**config.mk**
```make
export PLATFORM = sky130hd
export DESIGN_NAME = traffic_phase_ctrl
export DESIGN_NICKNAME = d
export VERILOG_FILES = /design/src/rtl/traffic_pkg.sv /design/src/rtl/tick_prescaler.sv /design/src/rtl/traffic_phase_ctrl.sv
export SDC_FILE = /design/constraint.sdc
export NUM_CORES = 1
export LEC_CHECK = 0
export CAP_MARGIN = 20
export CORE_ASPECT_RATIO = 1.25
export CORE_MARGIN = 2
export CORE_UTILIZATION = 64
export CTS_BUF_LIST = sky130_fd_sc_hd__clkbuf_2 sky130_fd_sc_hd__clkbuf_4 sky130_fd_sc_hd__clkbuf_8
export CTS_CLUSTER_DIAMETER = 150
export DETAILED_ROUTE_END_ITERATION = 8
export GPL_TIMING_DRIVEN = 0
export MAX_ROUTING_LAYER = met4
export PLACE_DENSITY = 0.93
export SLEW_MARGIN = 25
export SYNTH_ARGS = -nofsm -noshare
export SYNTH_HDL_FRONTEND = slang
export SYNTH_SLANG_ARGS = --single-unit
```
**constraint.sdc**
```tcl
create_clock -name clk -period 3.35 [get_ports clk]
set_input_delay 0.5025 -clock clk [delete_from_list [all_inputs] [get_ports clk]]
set_output_delay 0.5025 -clock clk [all_outputs]
set_load 0.05 [all_outputs]
```
**src/rtl/traffic_pkg.sv**
```systemverilog
// rtl/traffic_pkg.sv - shared light codes, phase enum and per-phase lamp table
package traffic_pkg;

    localparam logic [1:0] RED    = 2'b00;
    localparam logic [1:0] YELLOW = 2'b01;
    localparam logic [1:0] GREEN  = 2'b10;
    localparam logic [1:0] OFF    = 2'b11;

    typedef enum logic [3:0] {
        NS_GREEN,
        NS_YELLOW,
        ALLRED_A,
        EW_GREEN,
        EW_YELLOW,
        ALLRED_B,
        PED_WALK,
        NIGHT_ON,
        NIGHT_OFF
    } phase_t;

    typedef struct packed {
        logic [1:0] ns;
        logic [1:0] ew;
        logic       walk;
    } lights_t;

    // Lamp pattern shown for the whole duration of a phase.
    function automatic lights_t phase_lights(phase_t p);
        lights_t l;
        l = '{ns: RED, ew: RED, walk: 1'b0};
        case (p)
            NS_GREEN:  l.ns = GREEN;
            NS_YELLOW: l.ns = YELLOW;
            EW_GREEN:  l.ew = GREEN;
            EW_YELLOW: l.ew = YELLOW;
            PED_WALK:  l.walk = 1'b1;
            NIGHT_ON:  begin l.ns = YELLOW; l.ew = YELLOW; end
            NIGHT_OFF: begin l.ns = OFF;    l.ew = OFF;    end
            default:   l = '{ns: RED, ew: RED, walk: 1'b0};
        endcase
        return l;
    endfunction

endpackage

```
**src/rtl/tick_prescaler.sv**
```systemverilog
// rtl/tick_prescaler.sv - divide-by-TICK_DIV tick generator with synchronous reload
module tick_prescaler #(
    parameter int TICK_DIV = 4
) (
    input  logic clk,
    input  logic rst,
    input  logic reload,
    output logic tick
);

    localparam int W = (TICK_DIV > 1) ? $clog2(TICK_DIV) : 1;
    localparam logic [W-1:0] TOP = W'(TICK_DIV - 1);

    logic [W-1:0] cnt;

    // Count down to zero; a reload restarts the period so the first tick lands TICK_DIV cycles later.
    always_ff @(posedge clk) begin
        if (rst || reload || cnt == '0) begin
            cnt <= TOP;
        end else begin
            cnt <= cnt - W'(1);
        end
    end

    assign tick = (cnt == '0);

endmodule

```
**src/rtl/traffic_phase_ctrl.sv**
```systemverilog
// rtl/traffic_phase_ctrl.sv - intersection phase sequencer with pedestrian and night modes
module traffic_phase_ctrl
    import traffic_pkg::*;
#(
    parameter int TICK_DIV     = 4,
    parameter int GREEN_TICKS  = 20,
    parameter int YELLOW_TICKS = 4,
    parameter int ALLRED_TICKS = 2,
    parameter int WALK_TICKS   = 8,
    parameter int BLINK_TICKS  = 2,
    parameter int CNT_W        = 8
) (
    input  logic       clk,
    input  logic       rst,
    input  logic       night_mode,
    input  logic       ped_req,
    output logic [1:0] light_ns,
    output logic [1:0] light_ew,
    output logic       ped_walk,
    output logic       ped_pending
);

    phase_t         state, state_nx;
    logic [CNT_W-1:0] timer;
    logic           dir_ew, dir_ew_nx;
    logic           tick, expire, quiet, pend_nx;
    lights_t        lt_nx;

    // Timer value loaded on entry: ticks in the phase minus one.
    function automatic logic [CNT_W-1:0] load_of(phase_t p);
        case (p)
            NS_GREEN, EW_GREEN:   return CNT_W'(GREEN_TICKS - 1);
            NS_YELLOW, EW_YELLOW: return CNT_W'(YELLOW_TICKS - 1);
            PED_WALK:             return CNT_W'(WALK_TICKS - 1);
            NIGHT_ON, NIGHT_OFF:  return CNT_W'(BLINK_TICKS - 1);
            default:              return CNT_W'(ALLRED_TICKS - 1);
        endcase
    endfunction

    // Decision taken when an all-red clearance ends.
    function automatic phase_t resolve(logic night, logic pending, logic to_ew);
        if (night)        return NIGHT_ON;
        else if (pending) return PED_WALK;
        else if (to_ew)   return EW_GREEN;
        else              return NS_GREEN;
    endfunction

    assign expire = tick && (timer == '0);

    tick_prescaler #(.TICK_DIV(TICK_DIV)) u_prescaler (
        .clk    (clk),
        .rst    (rst),
        .reload (expire),
        .tick   (tick)
    );

    // Next phase, remembered crossing direction, pedestrian latch and next lamp pattern.
    always_comb begin
        state_nx  = state;
        dir_ew_nx = dir_ew;
        if (expire) begin
            case (state)
                NS_GREEN:  state_nx = NS_YELLOW;
                NS_YELLOW: state_nx = ALLRED_A;
                ALLRED_A: begin
                    dir_ew_nx = 1'b1;
                    state_nx  = resolve(night_mode, ped_pending | ped_req, 1'b1);
                end
                EW_GREEN:  state_nx = EW_YELLOW;
                EW_YELLOW: state_nx = ALLRED_B;
                ALLRED_B: begin
                    dir_ew_nx = 1'b0;
                    state_nx  = resolve(night_mode, ped_pending | ped_req, 1'b0);
                end
                PED_WALK:  state_nx = dir_ew ? EW_GREEN : NS_GREEN;
                NIGHT_ON:  state_nx = night_mode ? NIGHT_OFF : ALLRED_B;
                NIGHT_OFF: state_nx = night_mode ? NIGHT_ON : ALLRED_B;
                default:   state_nx = ALLRED_B;
            endcase
        end
        quiet = (state == PED_WALK) || (state == NIGHT_ON) || (state == NIGHT_OFF) ||
                (state_nx == PED_WALK) || (state_nx == NIGHT_ON) || (state_nx == NIGHT_OFF);
        pend_nx = quiet ? 1'b0 : (ped_pending | ped_req);
        lt_nx   = phase_lights(state_nx);
    end

    // State and registered outputs move together on the same edge.
    always_ff @(posedge clk) begin
        if (rst) begin
            state       <= ALLRED_B;
            dir_ew      <= 1'b0;
            light_ns    <= RED;
            light_ew    <= RED;
            ped_walk    <= 1'b0;
            ped_pending <= 1'b0;
        end else begin
            state       <= state_nx;
            dir_ew      <= dir_ew_nx;
            light_ns    <= lt_nx.ns;
            light_ew    <= lt_nx.ew;
            ped_walk    <= lt_nx.walk;
            ped_pending <= pend_nx;
        end
    end

    // Phase timer: reload on entry, count down once per tick.
    always_ff @(posedge clk) begin
        if (rst) begin
            timer <= CNT_W'(ALLRED_TICKS - 1);
        end else if (expire) begin
            timer <= load_of(state_nx);
        end else if (tick) begin
            timer <= timer - CNT_W'(1);
        end
    end

endmodule
```
# Word-level counts from Yosys, hierarchy flattened

Index checks and enable logic that the tools add are counted.

Output and inout port bits: 6
Logic and storage cells: 60
Register bits: 21
Bits of input ports: 4

Mux-type cells: 16
Reductions and logical operators: 20
Bitwise operators: 1
Add/sub/neg operators: 2
Equality and inequality tests: 13

Operators with widths:

| kind                  | number |
|---|---|
| $pmux W4 S8           | 1 |
| $eq A4 B3 Y1 const B  | 6 |
| $mux W8               | 2 |
| $pmux W5 S3           | 1 |
| $eq A4 B2 Y1 const B  | 3 |
| $mux W3               | 4 |
| $pmux W2 S3           | 2 |
| $reduce_or A2 Y1      | 5 |
| $eq A4 B1 Y1 const B  | 2 |
| $eq A4 B4 Y1 const B  | 2 |
| $logic_not A4 Y1      | 2 |
| $logic_not A8 Y1      | 1 |
| $mux W4               | 2 |
| $sub A8 B1 Y8 const B | 1 |
| $logic_or A1 B1 Y1    | 7 |
| $mux W2               | 2 |
| $reduce_bool A2 Y1    | 2 |
| $logic_not A2 Y1      | 1 |
| $pmux W1 S2           | 1 |
| $reduce_and A2 Y1     | 1 |
| $sub A2 B1 Y2 const B | 1 |
| $logic_and A1 B1 Y1   | 1 |
| $mux W1               | 1 |
| $or A1 B1 Y1          | 1 |

# Logic depth before layout (Yosys ltp)

Gate-level depths: netlist (run 1).

Depth in word-level cells: 10
Gate-level depth with buffers: 11
Depth with buffers taken out: 8

# Modules after synthesis

From an unflattened synthesis (run 1), not the netlist that was laid out.

Cell total of the unflattened synthesis: 135
Area, all modules: 1187.4 um^2

By module, submodules not included:

| module             | area each (um^2) | cells an instance | times used |
|---|---|---|---|
| traffic_phase_ctrl | 1107.3           | 128               | 1 |
| tick_prescaler     | 80.1             | 7                 | 1 |

# Worst setup path after synthesis (run 1)

Ideal clock, no wire load.

Kind: register to register
Start: register u_prescaler.cnt[0]
End: register light_ew[1]
Buffers on the path: 3
Arrival time: 2.077 ns
Cell stages (with the launch flop): 12
Data required time: 3.284 ns
Library setup time: 0.066 ns
Period minus slack after synthesis: 2.143 ns
Slack: 1.207 ns
Cells stage by stage: dfxtp_1 -> inv_1 -> ha_1 -> buf_2 -> nor2b_1 -> and3_1 -> buf_4 -> a22oi_1 -> or2_1 -> buf_6 -> or3_1 -> a21oi_2

Word-level cells in the longest chain between the ends: 6
Elaborated cells between the ends (all ways): 9
Those cells by class: eq/ne (4); mux (2); reduce/logical (3)

Ends and longest elaborated chain:

| element                    | line                      | source |
|---|---|---|
| start: declaration         | tick_prescaler.sv:14      | `logic [W-1:0] cnt;` |
| start signal: assignment   | tick_prescaler.sv:21      | `cnt <= cnt - W'(1);` |
| $logic_not A2 Y1 *         | tick_prescaler.sv:25      | `assign tick = (cnt == '0);` |
| $logic_and A1 B1 Y1 *      | traffic_phase_ctrl.sv:48  | `assign expire = tick && (timer == '0);` |
| $mux W4 *                  | traffic_phase_ctrl.sv:61  | `if (expire) begin` |
| $eq A4 B3 Y1               | traffic_pkg.sv:31         | `case (p)` |
| $reduce_or A2 Y1 (no line) | -                         |  |
| $pmux W2 S3 *              | traffic_pkg.sv:31         |  |
| end signal: assignment     | traffic_phase_ctrl.sv:100 | `light_ew <= lt_nx.ew;` |
| end: declaration           | traffic_phase_ctrl.sv:18  | `output logic [1:0] light_ew,` |

Every way passes the cells marked *; elsewhere a longest branch is shown, timed or not.
A chain may end at the register's enable or synchronous reset.

# Final worst setup path (run 1)

Start: register u_prescaler.cnt[0]
End: register light_ew[0]

Same word-level chain as after synthesis.

==> metrics.csv, run 1 <==
stage;metric;value;unit
routing;Vias;1136;
routing;average wire per standard cell;15.5;µm
routing;ANT nets after route;0;
clock_tree;post_cts resized;0;
timing;f_max;0.400;GHz
clock_tree;clk buf depth;2;
grt;GRT Util Overall;27.4;%
clock_tree;Root Buffer;clkbuf_4;
power;PwrDens;322;nW/µm²
grt;pin count of the biggest net entering global routing;13;
grt;initial antenna violation count;0;
layout;NumNets Final;169;
grt;grt ovf;0;
synth;Net Count, Synth;156;
synth;Synth top area share;34.3;%
timing;Hold Fails Final Rpt;0;
synth;Top FF cell, synth;dfxtp_1;
routing;DRC viols;0;
critical_path;type of origin of the critical path;flip-flop;
routing;Pre-Repair DR Iteration Count;4;
synth;Synth Cell Area;1230;µm²
synth;Post-synth EDFFs;0;
run;Max Cap Viol;0;
timing;final setup vio count;0;
synth;syn avg cell area;8.24;µm²
timing;Slew HR;60.9;%
synth;FFs w/ async S/R, synth;0;%
placed_design;GPL Wtd Cong;0.940;
hold_path;hold crit path type;reg2reg;
grt;first-pass GRT wire length;4630;µm
floorplan;full die area;2290;µm²
synth;Yosys reg bits;21;
layout;highest-count cells in the layout ignoring fill and taps;dfxtp_1 (21), nor2_1 (13), nand2_1 (11), nor3_1 (9);
timing;Max Slew Vio Count;0;
timing;Tcrit/Tclk final;74.7;%
clock_tree;Post-CTS Setup Bufs;0;
routing;Post-Route WL;2790;µm
synth;Ys Warns;0;
synth;Seq/Total Area, Yosys;34.3;%
floorplan;Core Area;1790;µm²
floorplan;Die Span Y;53.0;µm
timing;setup TNS;0;ns
clock_tree;CTS Sinks;21;
timing;RSZ-0062 raised after global routing;no;
clock_tree;H-tree Lvls;1;
placed_design;worst slack, placed;0.784;ns
critical_path;crit end category;flip-flop;
timing;setup ws final;0.849;ns
layout;Layout area overhead;10.7;%
floorplan;Site Rows;17;
layout;FF/Latch Area;420;µm²
clock_tree;Post-CTS Hold Buffers;0;
synth;dominant cell type by area after synthesis;dfxtp_1;
clock_tree;CTS tree;yes;
clock_tree;Clk Latency, worst-skew pair;0.31;ns
floorplan;Ports;10;
power;Max IR drop VDD;0.268;mV
floorplan;Initial Util;68.7;%
placed_design;PortBufs;8;
routing;Vias per Instance;6.31;
synth;Cell variety after synth;47;
synth;cells after synthesis;149;
synth;synth top area cells;dfxtp_1 (34%), nor2_1 (4.0%), nor3_1 (3.7%);
routing;DRT iter0 DRCs;28;
clock_tree;clock-pin slew on the worst setup and hold paths;0.11;ns
layout;Filler cells;130;
timing;measured slew at the worst slew-check pin;0.585;ns
critical_path;Crit Path Max Fanout;10;
timing;Final min period;2.50;ns
critical_path;Critical Path RT;3.59;ns
layout;area occupied by multi-input gates;731;µm²
clock_tree;total CTS buffers;3;
floorplan;die width;43.2;µm
layout;share of post-route cells with drive strength above 1;6.83;%
grt;number of global-route vias before repair;1057;
critical_path;CP Class;reg2reg;
power;LEAKAGE;0.512;nW
timing;Final Skew;0.00438;ns
layout;diodes inserted;0;
status;status;completed;
layout;most common cell after layout, fill and taps aside;dfxtp_1;
critical_path;worst path arrival time;2.74;ns
placed_design;detailed placer's ending HPWL;2060;µm
critical path, stage by stage (launching register included):
cell and delay [ns]:
dfxtp_1 0.33, inv_1 0.05, ha_1 0.12, buf_2 0.18, nor4b_1 0.34, nand2_1 0.33
a2111oi_0 0.44, or2_1 0.21, buf_6 0.15, o211ai_1 0.10, a21oi_1 0.19
through the flow:
stage	cell area [µm²]	total power [W]	cells	hold slack (ns)	utilization [%]
2_1_floorplan	1230	0.000304	149	0.358	-
3_3_place_gp	1330	0.000317	176	0.365	74.5
3_5_place_dp	1330	0.000320	176	0.371	74.5
4_1_cts	1360	0.000438	180	0.398	76.1
5_1_grt	1360	0.000454	180	0.414	76.1
6_report	1360	0.000438	180	0.395	76.1
metal layers:
layer / global-route usage [%] / up-vias / wire (µm)
met5: - / - / 0
met4: 10.6 / 0 / 54
met3: 2.05 / 7 / 86
met2: 47.8 / 33 / 1460
met1: 32.8 / 533 / 1190
li1: - / 563 / -
worst paths after layout:
kind                            from  slack [ns]  cells after the start                  to
setup / recovery  u_prescaler.cnt[0]        0.85                     10         light_ew[0]
hold / removal    u_prescaler.cnt[0]        0.39                      1  u_prescaler.cnt[0]
setup reg to reg  u_prescaler.cnt[0]        0.85                     10         light_ew[0]
hold reg to reg   u_prescaler.cnt[0]        0.39                      1  u_prescaler.cnt[0]
power breakdown:
part	switching [W]	internal (W)
Sequential	0.00000450	0.000257
Combinational	0.0000324	0.0000218
Clock	0.0000774	0.0000446
sequential cells by signal, indices dropped and copies added (netlist names):
name,count
light_ns,2
state,4
light_ew,2
u_prescaler.cnt,2
timer,8
dir_ew,1
ped_pending,1
ped_walk,1
synth_stat cells, types with 2 or more instances:
library cell,instances
and3_1,3
nand2_1,11
nand3b_1,4
xnor2_1,4
and2_1,2
o21ai_0,2
or3_1,3
o21ai_1,4
a2111oi_0,2
xor2_1,3
or4b_1,2
nor3_1,9
clkbuf_1,6
nand2b_1,5
nand3_1,7
dfxtp_1,21
o211ai_1,3
inv_1,8
nor2_1,13
a21oi_1,4
nor4b_1,2
a311oi_1,2
ha_1,3
a211oi_1,2
or4_1,2
cell families after synthesis:
kind of cell / Yosys count / share of synthesized area, %
and+or+nand+nor: 68 / 31.4
AOI/OAI and AO/OA: 33 / 20.1
DFF: 21 / 34.3
buffers and inverters: 17 / 6.22
xor gates and xnor gates: 7 / 5.00
adders and majority gates: 3 / 3.06
layout make-up:
class	instances	share of cell area (%)
buffer	9	3.41
clock buffer	3	1.66
clock inverter	1	0.368
inverter	8	2.21
multi-input combinational	111	53.8
sequential	21	30.9
tap	19	1.75
timing repair buffer	8	5.89
(Power assumes the default switching activity.)
==> run 2, diff against run 1 <==
--- a/config.mk
+++ b/config.mk
@@ -8,13 +8,13 @@
 export CAP_MARGIN = 20
 export CORE_ASPECT_RATIO = 1.25
 export CORE_MARGIN = 2
-export CORE_UTILIZATION = 64
+export CORE_UTILIZATION = 59
 export CTS_BUF_LIST = sky130_fd_sc_hd__clkbuf_2 sky130_fd_sc_hd__clkbuf_4 sky130_fd_sc_hd__clkbuf_8
 export CTS_CLUSTER_DIAMETER = 150
 export DETAILED_ROUTE_END_ITERATION = 8
 export GPL_TIMING_DRIVEN = 0
 export MAX_ROUTING_LAYER = met4
-export PLACE_DENSITY = 0.93
+export PLACE_DENSITY = 0.87
 export SLEW_MARGIN = 25
 export SYNTH_ARGS = -nofsm -noshare
 export SYNTH_HDL_FRONTEND = slang
==> constraint.sdc (replaced) <==
create_clock -name clk -period 2.34 [get_ports clk]
set_input_delay 0.351 -clock clk [delete_from_list [all_inputs] [get_ports clk]]
set_output_delay 0.351 -clock clk [all_outputs]
set_load 0.05 [all_outputs]
==> run 2 against run 1 <==
  * Worst setup slack worse by 0.77 ns
  * Sequential power grew 43%
  * Critical path depth is 1 lower
  * Total power rose by 49%
  * Die area rose by 7.8%
  * Core utilization barely moved
  * Sequential share of layout area down 3.0 points
  * Hold slack gained 0.019 ns
  * Highest routed layer unchanged
==> metrics.csv, run 2 (synthesis results as in run 1) <==
stage;metric;value;unit
run;Max Cap Viol;0;
floorplan;Ports;10;
floorplan;Initial Util;61.9;%
floorplan;Site Rows;18;
routing;DRC viols;0;
critical_path;Crit Path Max Fanout;8;
power;Max IR drop VDD;0.460;mV
critical_path;worst path arrival time;2.51;ns
placed_design;Post-Place Cells;177;
floorplan;Core Area;1980;µm²
critical_path;Critical-path top delay cell;or4b_4;
power;LEAKAGE;0.595;nW
clock_tree;clock-pin slew on the worst setup and hold paths;0.11;ns
timing;final setup vio count;0;
grt;initial antenna violation count;0;
routing;Post-Route WL;3220;µm
layout;Largest regs;timer x8, state x4;
critical_path;r2r worst-path depth;9;
layout;final instance area;1510;µm²
floorplan;die width;44.8;µm
timing;Tcrit/Tclk final;96.8;%
timing;f_max;0.442;GHz
layout;most common cell after layout, fill and taps aside;dfxtp_1;
routing;Pre-Repair DR Iteration Count;4;
critical_path;worst setup path end;light_ew[0];
critical_path;crit end category;flip-flop;
timing;Slew HR;57.9;%
layout;NumNets Final;178;
critical_path;type of origin of the critical path;flip-flop;
critical_path;CP Class;reg2reg;
timing;Final min period;2.26;ns
placed_design;detailed placer's ending HPWL;2060;µm
critical_path;r2r setup slk;0.08;ns
grt;GRT Util Overall;27.2;%
clock_tree;Clk Latency, worst-skew pair;0.31;ns
clock_tree;total CTS buffers;3;
routing;DRT iter0 DRCs;35;
timing;Max Slew Vio Count;0;
floorplan;Die Span Y;55.0;µm
layout;diodes inserted;0;
status;status;completed;
placed_design;dpl cell area;1330;µm²
layout;Largest register FFs;8;
grt;pin count of the biggest net entering global routing;13;
critical_path;crit-path max cell delay;0.49;ns
routing;Vias;1254;
timing;Final Skew;0.00531;ns
timing;Hold Fails Final Rpt;0;
critical_path;worst reg2reg path endpoint;light_ew[0];
power;PwrDens;432;nW/µm²
critical_path;reg2reg start;u_prescaler.cnt[0];
routing;ANT nets after route;0;
layout;Layout area overhead;22.7;%
clock_tree;H-tree Lvls;1;
timing;measured slew at the worst slew-check pin;0.623;ns
clock_tree;clk buf depth;2;
timing;WHS;0.414;ns
floorplan;full die area;2460;µm²
critical_path;Critical Path RT;2.58;ns
clock_tree;CTS tree;yes;
routing;Vias per Instance;6.60;
layout;Biggest register;timer;
critical_path;Worst setup startpoint;u_prescaler.cnt[0];
routing;average wire per standard cell;16.9;µm
clock_tree;CTS Sinks;21;
placed_design;GPL Wtd Cong;0.929;
layout;highest-count cells in the layout ignoring fill and taps;dfxtp_1 (21), nor2_1 (13), nand2_1 (10), buf_4 (10), nor3_1 (9);
clock_tree;Root Buffer;clkbuf_4;
hold_path;hold crit path type;reg2reg;
placed_design;PortBufs;8;
layout;share of post-route cells with drive strength above 1;18.2;%
grt;grt ovf;0;
layout;Final Non-Filler Cells;190;
critical_path;CP cell instances;inv_1 > ha_1 > clkbuf_4 > or4b_4 > o21ai_2 > o211ai_1 > nand2_1 > or3b_1 > a21oi_1;
clock_tree;Post-CTS Hold Buffers;0;
grt;first-pass GRT wire length;4770;µm
grt;number of global-route vias before repair;1083;
run 2: timing repair:
item	CTS	global route
resized for setup	5	12
setup endpoints to repair	10	9
pin swaps	0	4
setup buffers	2	8
run 2: per-layer routing:
layer  track usage (%)  up-vias  share of wire (%)
li1                  -      581                  -
met1              32.4      601                 40
met2              45.4       57                 51
met3              3.57       15                6.3
met4              12.7        0                3.1
met5                 -        -                  0
run 2: worst min path at each step:
stage / startpoint / cells past startpoint / to
floorplan: u_prescaler.cnt[0] / 1 / u_prescaler.cnt[0]
global placement: u_prescaler.cnt[0] / 1 / u_prescaler.cnt[0]
detailed placement: u_prescaler.cnt[0] / 1 / u_prescaler.cnt[0]
CTS: u_prescaler.cnt[0] / 1 / u_prescaler.cnt[0]
global route: u_prescaler.cnt[0] / 1 / u_prescaler.cnt[0]
finish: u_prescaler.cnt[0] / 1 / u_prescaler.cnt[0]
run 2: layout make-up:
cell class	count	area, µm²
plain buffers	8	48.8
fillers	142	475
inverters	8	30.0
flip-flops and latches	21	420
clock buffers	3	22.5
well taps	20	25.0
clock inverters	1	5.00
repair buffers	18	155
multi-input cells	111	800
run 2: critical path: cells and delay by family (launching register included):
| kind | cells | cell delay [ns] |
|---|---|---|
| adders and majority gates | 1 | 0.14 |
| buffers and inverters | 2 | 0.24 |
| and+or+nand+nor | 3 | 1.05 |
| DFF | 1 | 0.33 |
| AOI/OAI and AO/OA | 3 | 0.44 |
run 2: power breakdown:
part	switching [W]	internal [W]	leakage [nW]
combinational	0.0000524	0.0000434	0.407
clock	0.000116	0.0000640	0.0177
sequential	0.00000679	0.000368	0.170
total	0.000175	0.000475	0.595
run 2: metrics by stage:
stage	total power, W	setup slack [ns]	util (%)	setup TNS, ns
5_1_grt	0.000672	-0.0691	76.0	-0.127
2_1_floorplan	0.000436	0.197	-	0
3_5_place_dp	0.000458	-0.155	67.2	-0.747
4_1_cts	0.000634	0.00978	70.2	0
6_report	0.000650	0.0760	76.0	0
3_3_place_gp	0.000455	-0.0856	67.2	-0.288
